--- src/rtl/bcd_stream_pkg.sv ---
// Shared state encoding and ASCII constants for the BCD-to-ASCII text streamer.
package bcd_stream_pkg;

  localparam int unsigned DIGIT_W = 4;
  localparam int unsigned BYTE_W  = 8;

  typedef enum logic [2:0] {
    ST_IDLE = 3'd0,
    ST_SKIP = 3'd1,
    ST_SEND = 3'd2,
    ST_CR   = 3'd3,
    ST_LF   = 3'd4
  } state_t;

  localparam logic [BYTE_W-1:0] ASCII_ZERO = 8'h30;
  localparam logic [BYTE_W-1:0] ASCII_CR   = 8'h0D;
  localparam logic [BYTE_W-1:0] ASCII_LF   = 8'h0A;
  localparam logic [BYTE_W-1:0] ASCII_BAD  = 8'h3F;

endpackage

--- src/rtl/bcd_digit_ascii.sv ---
// Combinational BCD digit to ASCII character; non-decimal nibbles map to '?'.
module bcd_digit_ascii
  import bcd_stream_pkg::*;
(
  input  logic [DIGIT_W-1:0] digit,
  output logic [BYTE_W-1:0]  ascii_c
);

  always_comb begin
    ascii_c = ASCII_BAD;
    if (digit <= DIGIT_W'(9)) ascii_c = ASCII_ZERO + BYTE_W'(digit);
  end

endmodule

--- src/rtl/bcd_ascii_streamer.sv ---
// Streams a captured packed BCD word as ASCII decimal text (MS digit first) followed by CR LF.
// Optional leading-zero suppression is enabled by defining BCD_LEADING_ZERO_SUPPRESS_EN.
module bcd_ascii_streamer
  import bcd_stream_pkg::*;
#(
  parameter int unsigned DECIMAL_LENGTH = 39
)(
  input  logic                                CLK,
  input  logic                                RST,
  input  logic [DECIMAL_LENGTH*DIGIT_W-1:0]   BCD_data,
  input  logic                                BCD_ready,
  output logic [BYTE_W-1:0]                   tx_data,
  output logic                                tx_valid,
  input  logic                                tx_ready,
  output logic                                busy,
  output logic                                overrun
);

  localparam int unsigned IDX_W  = $clog2(DECIMAL_LENGTH);
  localparam int unsigned DATA_W = DECIMAL_LENGTH * DIGIT_W;
  localparam int unsigned SEL_W  = $clog2(DATA_W);

  state_t              state;
  state_t              state_next;
  logic [IDX_W-1:0]    idx;
  logic [IDX_W-1:0]    idx_next;
  logic [DATA_W-1:0]   shadow;
  logic                ready_q;
  logic                rise;
  logic                accept;
  logic [SEL_W-1:0]    sel;
  logic [DIGIT_W-1:0]  digit;
  logic [BYTE_W-1:0]   digit_ascii;

  assign rise   = BCD_ready & ~ready_q;
  assign accept = tx_valid & tx_ready;
  assign sel    = SEL_W'(idx) * SEL_W'(DIGIT_W);
  assign digit  = shadow[sel +: DIGIT_W];

  bcd_digit_ascii u_ascii (
    .digit   (digit),
    .ascii_c (digit_ascii)
  );

  // State register
  always_ff @(posedge CLK) begin
    if (RST) state <= ST_IDLE;
    else     state <= state_next;
  end

  // Digit index, captured word, edge detector and overrun pulse
  always_ff @(posedge CLK) begin
    if (RST) begin
      idx     <= '0;
      shadow  <= '0;
      ready_q <= 1'b0;
      overrun <= 1'b0;
    end else begin
      idx     <= idx_next;
      ready_q <= BCD_ready;
      overrun <= rise && (state != ST_IDLE);
      if (state == ST_IDLE && rise) shadow <= BCD_data;
    end
  end

  // Next state and next digit index
  always_comb begin
    state_next = state;
    idx_next   = idx;
    case (state)
      ST_IDLE: begin
        if (rise) begin
          state_next = ST_SKIP;
          idx_next   = IDX_W'(DECIMAL_LENGTH - 1);
        end
      end
      ST_SKIP: begin
`ifdef BCD_LEADING_ZERO_SUPPRESS_EN
        // digit 0 is never skipped so an all-zero word still prints "0"
        if (digit == '0 && idx != '0) idx_next = idx - IDX_W'(1);
        else                          state_next = ST_SEND;
`else
        state_next = ST_SEND;
`endif
      end
      ST_SEND: begin
        if (accept) begin
          if (idx == '0) state_next = ST_CR;
          else           idx_next   = idx - IDX_W'(1);
        end
      end
      ST_CR:   if (accept) state_next = ST_LF;
      ST_LF:   if (accept) state_next = ST_IDLE;
      default: state_next = ST_IDLE;
    endcase
  end

  // Stream outputs decoded from registered state
  always_comb begin
    tx_valid = 1'b0;
    tx_data  = '0;
    busy     = (state != ST_IDLE);
    case (state)
      ST_SEND: begin
        tx_valid = 1'b1;
        tx_data  = digit_ascii;
      end
      ST_CR: begin
        tx_valid = 1'b1;
        tx_data  = ASCII_CR;
      end
      ST_LF: begin
        tx_valid = 1'b1;
        tx_data  = ASCII_LF;
      end
      default: ;
    endcase
  end

endmodule

--- config.mk ---
export PLATFORM = sky130hd
export DESIGN_NAME = bcd_ascii_streamer
export DESIGN_NICKNAME = d
export VERILOG_FILES = /design/src/rtl/bcd_stream_pkg.sv /design/src/rtl/bcd_digit_ascii.sv /design/src/rtl/bcd_ascii_streamer.sv
export SDC_FILE = /design/constraint.sdc
export NUM_CORES = 1
export LEC_CHECK = 0
export CAP_MARGIN = 30
export CORE_ASPECT_RATIO = 1.5
export CORE_MARGIN = 10
export CORE_UTILIZATION = 52
export CTS_BUF_LIST = sky130_fd_sc_hd__clkbuf_2 sky130_fd_sc_hd__clkbuf_4 sky130_fd_sc_hd__clkbuf_8
export CTS_CLUSTER_SIZE = 24
export DETAILED_ROUTE_END_ITERATION = 8
export PLACE_DENSITY = 0.83
export RECOVER_POWER = 50
export REMOVE_ABC_BUFFERS = 1
export SKIP_LAST_GASP = 1
export SLEW_MARGIN = 5
export SYNTH_ARGS = -nofsm -noshare
export SYNTH_HDL_FRONTEND = slang
export SYNTH_SLANG_ARGS = --single-unit
export TNS_END_PERCENT = 20
--- constraint.sdc ---
create_clock -name CLK -period 2.5 [get_ports CLK]
set_input_delay 0.25 -clock CLK [delete_from_list [all_inputs] [get_ports CLK]]
set_output_delay 0.25 -clock CLK [all_outputs]
set_load 0.03 [all_outputs]
; ---- Word-level counts from Yosys, hierarchy flattened
; Index checks and enable logic that the tools add are counted.
[totals]
romBits = 0
n_memories = 0
elab_cells = 44
inputBits = 160
output_inout_bits = 11
mem_bits_rw = 0
register_bits = 167
latchBits = 0
[classes]
n_shift = 1
add_sub_neg = 2
div_mod_pow = 0
mux = 13
bitwise_logic = 3
n_mul = 0
n_lt_le_gt_ge = 1
eq_ne = 10
reduce_logical = 9
[op_table]
columns = cell, n
row1 = $shiftx A156 B9 Y4, 1
row2 = $pmux W8 S3, 1
row3 = $mux W6, 3
row4 = $mux W3, 5
row5 = $pmux W3 S5, 1
row6 = $ne A2 B2 Y1 const B, 6
row7 = $pmux W6 S2, 1
row8 = $mux W8, 1
row9 = $add A6 B4 Y7 const A, 1
row10 = $eq A3 B2 Y1 const B, 2
row11 = $logic_not A6 Y1, 1
row12 = $sub A6 B1 Y6 const B, 1
row13 = $reduce_and A5 Y1, 1
row14 = $le A4 B4 Y1 const B, 1
row15 = $reduce_and A4 Y1, 1
row16 = $eq A3 B1 Y1 const B, 1
row17 = $eq A3 B3 Y1 const B, 1
row18 = $logic_not A3 Y1, 1
row19 = $reduce_bool A3 Y1, 1
row20 = $reduce_or A3 Y1, 1
row21 = $and A1 B1 Y1, 2
row22 = $logic_and A1 B1 Y1, 2
row23 = $reduce_bool A2 Y1, 1
row24 = $mux W1, 1
row25 = $not A1 Y1, 1

; ---- Longest topological paths before layout
[depth]
ltp_word = 6
ltp_mapped = 11
depth_no_buf = 7

; ---- Hierarchy
; A second synthesis with hierarchy kept.
[hier_totals]
cells_unflattened = 925
area_unflattened_um2 = 7393.3
[by_module_without_submodules]
columns = module, seq_area_each_um2, n_inst, cells_each, area_per_inst_um2
row1 = bcd_ascii_streamer, 3343.2, 1, 914, 7325.8
row2 = bcd_digit_ascii, 0.0, 1, 11, 67.6

; ---- Least setup slack after synthesis
; Ideal clock, no wire load.
[synth_path]
path_kind = reg-to-output
from = register idx[0]
to = output port tx_data[1]
required_ps = 2250
stages_incl_launch_ff = 10
n_path_buf = 3
t_arrival_ps = 2320
setup_slack_ps = -70
cell_sequence = dfxtp_1 > buf_6 > buf_4 > buf_4 > inv_1 > a221oi_1 > or3_1 > o211ai_1 > a21oi_1 > a221oi_1
[synth_via]
elab_chain_len = 4
elab_cells_between_ends = 5
cone_classes = 1 x add/sub / 1 x order compare / 1 x shift / 2 x mux
[synth_lines]
columns = item, line_no
row1 = "start, declared", bcd_ascii_streamer.sv:25  ; logic [IDX_W-1:0] idx;
row2 = "start signal, assigned", bcd_ascii_streamer.sv:59  ; idx <= idx_next;
row3 = $shiftx A156 B9 Y4 *, bcd_ascii_streamer.sv:38  ; assign digit = shadow[sel +: DIGIT_W];
row4 = $add A6 B4 Y7 or $le A4 B4 Y1 (tied branches), bcd_digit_ascii.sv:11  ; if (digit <= DIGIT_W'(9)) ascii_c = ASCII_ZERO + BYTE_W'(digit);
row5 = $mux W8 *, bcd_digit_ascii.sv:11
row6 = $pmux W8 S3 *, bcd_ascii_streamer.sv:103  ; case (state)
row7 = "end, declared", bcd_ascii_streamer.sv:12  ; output logic [BYTE_W-1:0] tx_data,
; Mark *: on every way between the ends. The rest lies on a longest branch, timed or not.

; ---- Worst setup path in the final report
; Ends and elaborated chain as after synthesis.

==> flow_results.xml <==
<?xml version="1.0" encoding="UTF-8"?>
<metrics>
  <group name="timing">
    <metric name="timing_max_transition_violations_final" unit="">0</metric>
    <metric name="tightest_slew_margin_relative_to_the_limit" unit="%">18.39</metric>
    <metric name="fin_crit_sh" unit="%">113.0</metric>
    <metric name="setup_tns" unit="ps">-1166</metric>
    <metric name="worst_slew_pin_slew" unit="ps">1224</metric>
    <metric name="setup_viol_count_final" unit="">4</metric>
    <metric name="final_hold_viol_count" unit="">0</metric>
    <metric name="time_the_worst_path_needs_with_i_o_delays_and_setup" unit="ps">2825</metric>
    <metric name="rsz0062_at_grt" unit="">true</metric>
    <metric name="max_clock_freq" unit="MHz">354.0</metric>
    <metric name="final.setup_skew" unit="ps">11.83</metric>
    <metric name="post-route-worst-setup-slack" unit="ps">-324.9</metric>
  </group>
  <group name="synthesis">
    <metric name="syn-instance-count" unit="">891</metric>
    <metric name="synthDominantAreaCellType" unit="">sky130_fd_sc_hd__dfxtp_1</metric>
    <metric name="synth.distinct_cells" unit="">50</metric>
    <metric name="synth-seq-area-share" unit="%">45.78</metric>
    <metric name="synth_area" unit="um2">7303</metric>
    <metric name="ys_top_cells_by_area" unit="">sky130_fd_sc_hd__dfxtp_1 46%, sky130_fd_sc_hd__nand2_1 17%, sky130_fd_sc_hd__a21oi_1 12%</metric>
    <metric name="synth-edff-count" unit="">0</metric>
    <metric name="ys_dominant_reg_cell" unit="">sky130_fd_sc_hd__dfxtp_1</metric>
    <metric name="post_synth.cell_area_avg" unit="um2">8.197</metric>
    <metric name="ys_ff_latch" unit="">167</metric>
    <metric name="netlist.area_leader.share" unit="%">45.78</metric>
    <metric name="synth_async_sr_flop_share" unit="%">0</metric>
    <metric name="yosys_warning_count" unit="">0</metric>
  </group>
  <group name="power_and_ir_drop">
    <metric name="fin_total_pwr" unit="W">0.007770</metric>
    <metric name="pwr_density_cell" unit="nW/um2">804.6</metric>
    <metric name="p_sw_share" unit="%">35.72</metric>
    <metric name="power_frac_clock" unit="%">22.9</metric>
    <metric name="seqPwrFrac" unit="%">42.0</metric>
    <metric name="power.switching" unit="W">0.002776</metric>
    <metric name="p_comb_share" unit="%">35.0</metric>
    <metric name="power.static_leakage" unit="nW">3.510</metric>
    <metric name="p_int" unit="W">0.004995</metric>
    <metric name="vdd.ir_drop.worst" unit="V">0.0004097</metric>
  </group>
  <group name="detailed_routing">
    <metric name="drt-wirelength-per-cell" unit="um">17.23</metric>
    <metric name="dr_pass1_iterations" unit="">6</metric>
    <metric name="dr_total_vias" unit="">6758</metric>
    <metric name="routed_wirelength" unit="um">21230</metric>
    <metric name="residual_drc_count" unit="">0</metric>
    <metric name="drt_iter0_markers" unit="">439</metric>
    <metric name="post_drt_via_cell_ratio" unit="">5.485</metric>
    <metric name="ant_nets" unit="">0</metric>
  </group>
  <group name="setup_path">
    <metric name="path_delay_family" unit="">compound AO/OA/AOI/OAI gates</metric>
    <metric name="critical_path_arrival" unit="ps">2570</metric>
    <metric name="ff2ff_path_depth" unit="">11</metric>
    <metric name="worst-path-max-fanout" unit="">6</metric>
    <metric name="critPathSlowestCell" unit="">sky130_fd_sc_hd__mux4_2</metric>
    <metric name="timing.critical_path.buf_inv" unit="">2</metric>
    <metric name="end_kind" unit="">output pin</metric>
    <metric name="setup_cp_type" unit="">reg2out</metric>
    <metric name="slowest_delay" unit="ps">500</metric>
    <metric name="crit_required" unit="ps">2250</metric>
    <metric name="sequence_of_cells_on_the_critical_path" unit="">buf_8 &gt; mux4_2 &gt; a22o_1 &gt; a211oi_2 &gt; o211ai_1 &gt; a21oi_1 &gt; a221oi_2 &gt; buf_4</metric>
    <metric name="cp-start-kind" unit="">flop</metric>
    <metric name="path_depth" unit="">8</metric>
  </group>
  <group name="layout">
    <metric name="num_antenna_cells" unit="">0</metric>
    <metric name="share_of_cells_above_drive_strength_1" unit="%">12.00</metric>
    <metric name="final_net_count" unit="">1216</metric>
    <metric name="layout.cells.most_common" unit="">sky130_fd_sc_hd__nand2_1</metric>
    <metric name="synthToLayoutAreaGrowth" unit="%">32.24</metric>
    <metric name="final_cells" unit="">1232</metric>
    <metric name="post_layout_instance_area" unit="um2">9658</metric>
    <metric name="final_core_utilization" unit="%">69.35</metric>
    <metric name="leading_cell_types_in_the_layout_fill_and_taps_excluded" unit="">333 x sky130_fd_sc_hd__nand2_1, 168 x sky130_fd_sc_hd__a21oi_1, 165 x sky130_fd_sc_hd__dfxtp_1, 162 x sky130_fd_sc_hd__clkdlybuf4s50_1, 42 x sky130_fd_sc_hd__buf_4</metric>
  </group>
  <group name="global_routing">
    <metric name="grt_pass1_wl" unit="um">33050</metric>
    <metric name="gr-usage-all-layers" unit="%">21.59</metric>
    <metric name="grt_max_degree" unit="">70</metric>
    <metric name="initial_antenna_violation_count" unit="">0</metric>
    <metric name="grt_overflow" unit="">0</metric>
    <metric name="grt_pass1_vias" unit="">6751</metric>
  </group>
  <group name="status">
    <metric name="violations" unit="">negative setup slack</metric>
    <metric name="outcome" unit="">finished with violations</metric>
  </group>
  <group name="floorplanning">
    <metric name="pin_count" unit="">171</metric>
    <metric name="floorplan.die.height" unit="um">165.1</metric>
    <metric name="initial_utilization" unit="%">52.44</metric>
    <metric name="dieWidth" unit="um">116.8</metric>
    <metric name="die_area" unit="um2">19280</metric>
    <metric name="rows" unit="">53</metric>
    <metric name="placeableCoreArea" unit="um2">13930</metric>
  </group>
  <group name="cts">
    <metric name="cts_tree" unit="">built</metric>
    <metric name="clock_sink_count" unit="">167</metric>
    <metric name="cts.htree.levels" unit="">4</metric>
    <metric name="tritoncts.num_buffers" unit="">17</metric>
    <metric name="cts.clk_slew.worst_paths" unit="ps">90</metric>
    <metric name="clock_tree.buffer_depth" unit="">2</metric>
    <metric name="clockRootBuffer" unit="">sky130_fd_sc_hd__clkbuf_8</metric>
    <metric name="clock_insertion_delay_worst_skew" unit="ps">450</metric>
  </group>
  <group name="place">
    <metric name="dpl_cell_area" unit="um2">9249</metric>
    <metric name="post-place-cells" unit="">1195</metric>
    <metric name="io_buffer_count" unit="">168</metric>
    <metric name="finalWeightedCongestion" unit="">0.8462</metric>
    <metric name="dp.final_hpwl" unit="um">15500</metric>
  </group>
  <group name="worst_hold_path">
    <metric name="path_type_of_the_worst_min_delay_path" unit="">in2reg</metric>
    <metric name="timing.hold.worst_path_depth" unit="">3</metric>
  </group>
  <group name="run">
    <metric name="max-cap-violations" unit="">0</metric>
  </group>
</metrics>
==> metrics by stage <==
stage / setup WS [ps] / hold slack [ps]
after detailed placement: -379.1 / 442.8
after CTS: -302.1 / 293.8
after floorplan: -4611 / 319.1
after global placement: -368.0 / 440.9
final: -324.9 / 342.6
after global routing: -455.6 / 328.2
==> cell usage after synthesis, drive strengths merged, types with 2 or more instances <==
cell    instances
nor2           14
clkbuf         44
nor2b           4
nand3          10
buf            30
o21ai           4
mux4           27
ha              2
a21oi         168
a311oi          2
a22oi           4
mux2i          21
inv             5
o211ai          2
nand4           5
o22ai           2
xor2            3
nand2         333
mux2            6
nand2b          4
dfxtp         167
nor3            9
a221oi          2
a22o            3
a211oi          2
==> final timing paths <==
kind                 end  slack, ps     startpoint
min reg2reg  shadow[147]        460    shadow[147]
min          shadow[111]        340  BCD_data[111]
max           tx_data[1]       -320         idx[0]
max reg2reg       idx[3]         80         idx[0]
==> worst register-to-register path, cell delays in order, from the launching register on <==
cell,delay [ps]
sky130_fd_sc_hd__dfxtp_4,390
sky130_fd_sc_hd__buf_8,130
sky130_fd_sc_hd__buf_6,130
sky130_fd_sc_hd__buf_4,140
sky130_fd_sc_hd__inv_1,70
sky130_fd_sc_hd__buf_4,160
sky130_fd_sc_hd__ha_1,210
sky130_fd_sc_hd__a311oi_1,260
sky130_fd_sc_hd__o32a_1,360
sky130_fd_sc_hd__nand3_1,150
sky130_fd_sc_hd__xor2_1,200
sky130_fd_sc_hd__nor3_1,70
==> repair_timing <==
action,4_1_cts,5_1_grt
gates resized for setup,30,0
buffers inserted,5,0
setup endpoints to repair,4,11
hold buffers,0,0
pin swaps,12,0
==> power groups by stage <==
stage	logic, W	registers (W)	clock network [W]
2_1_floorplan	0.00149	0.00334	0
3_3_place_gp	0.00258	0.00330	0
3_5_place_dp	0.00263	0.00332	0
4_1_cts	0.00275	0.00326	0.00178
5_1_grt	0.00296	0.00330	0.00189
6_report	0.00272	0.00327	0.00178
==> layer usage <==
metal / GRT usage (%) / up-vias / part of all wire, %
li1: - / 3329 / -
met1: 23.81 / 3168 / 37
met2: 38.73 / 219 / 54
met3: 4.953 / 42 / 5.9
met4: 8.625 / 0 / 2.8
met5: 0 / - / 0
==> flip-flops by register name, indices dropped and copies added (netlist names) <==
name	flops
ready_q	1
shadow	156
overrun	1
state	3
idx	6
==> cell families (layout without fill, tap and decap cells) <==
family	count (synthesis)	in the layout	share of synthesized area (%)
multiplexers	54	54	12.49
adder cells (fa/ha/maj)	2	2	0.3426
other	1	2	0.05135
AND/OR/NAND/NOR	386	386	21.00
flip-flops	167	167	45.78
AO/OA/AOI/OAI	198	198	14.68
buffers and inverters	79	254	5.174
XOR/XNOR	4	4	0.4798
==> cell type report <==
class | instances | area, um2
Inverter | 5 | 18.77
Timing Repair Buffer | 217 | 2102
Clock inverter | 12 | 93.84
Clock buffer | 20 | 269.0
Multi-Input combinational cell | 646 | 3620
Tap cell | 165 | 206.4
Fill cell | 1106 | 4268
Sequential cell | 167 | 3348
Power figures use the tool's default switching activity.
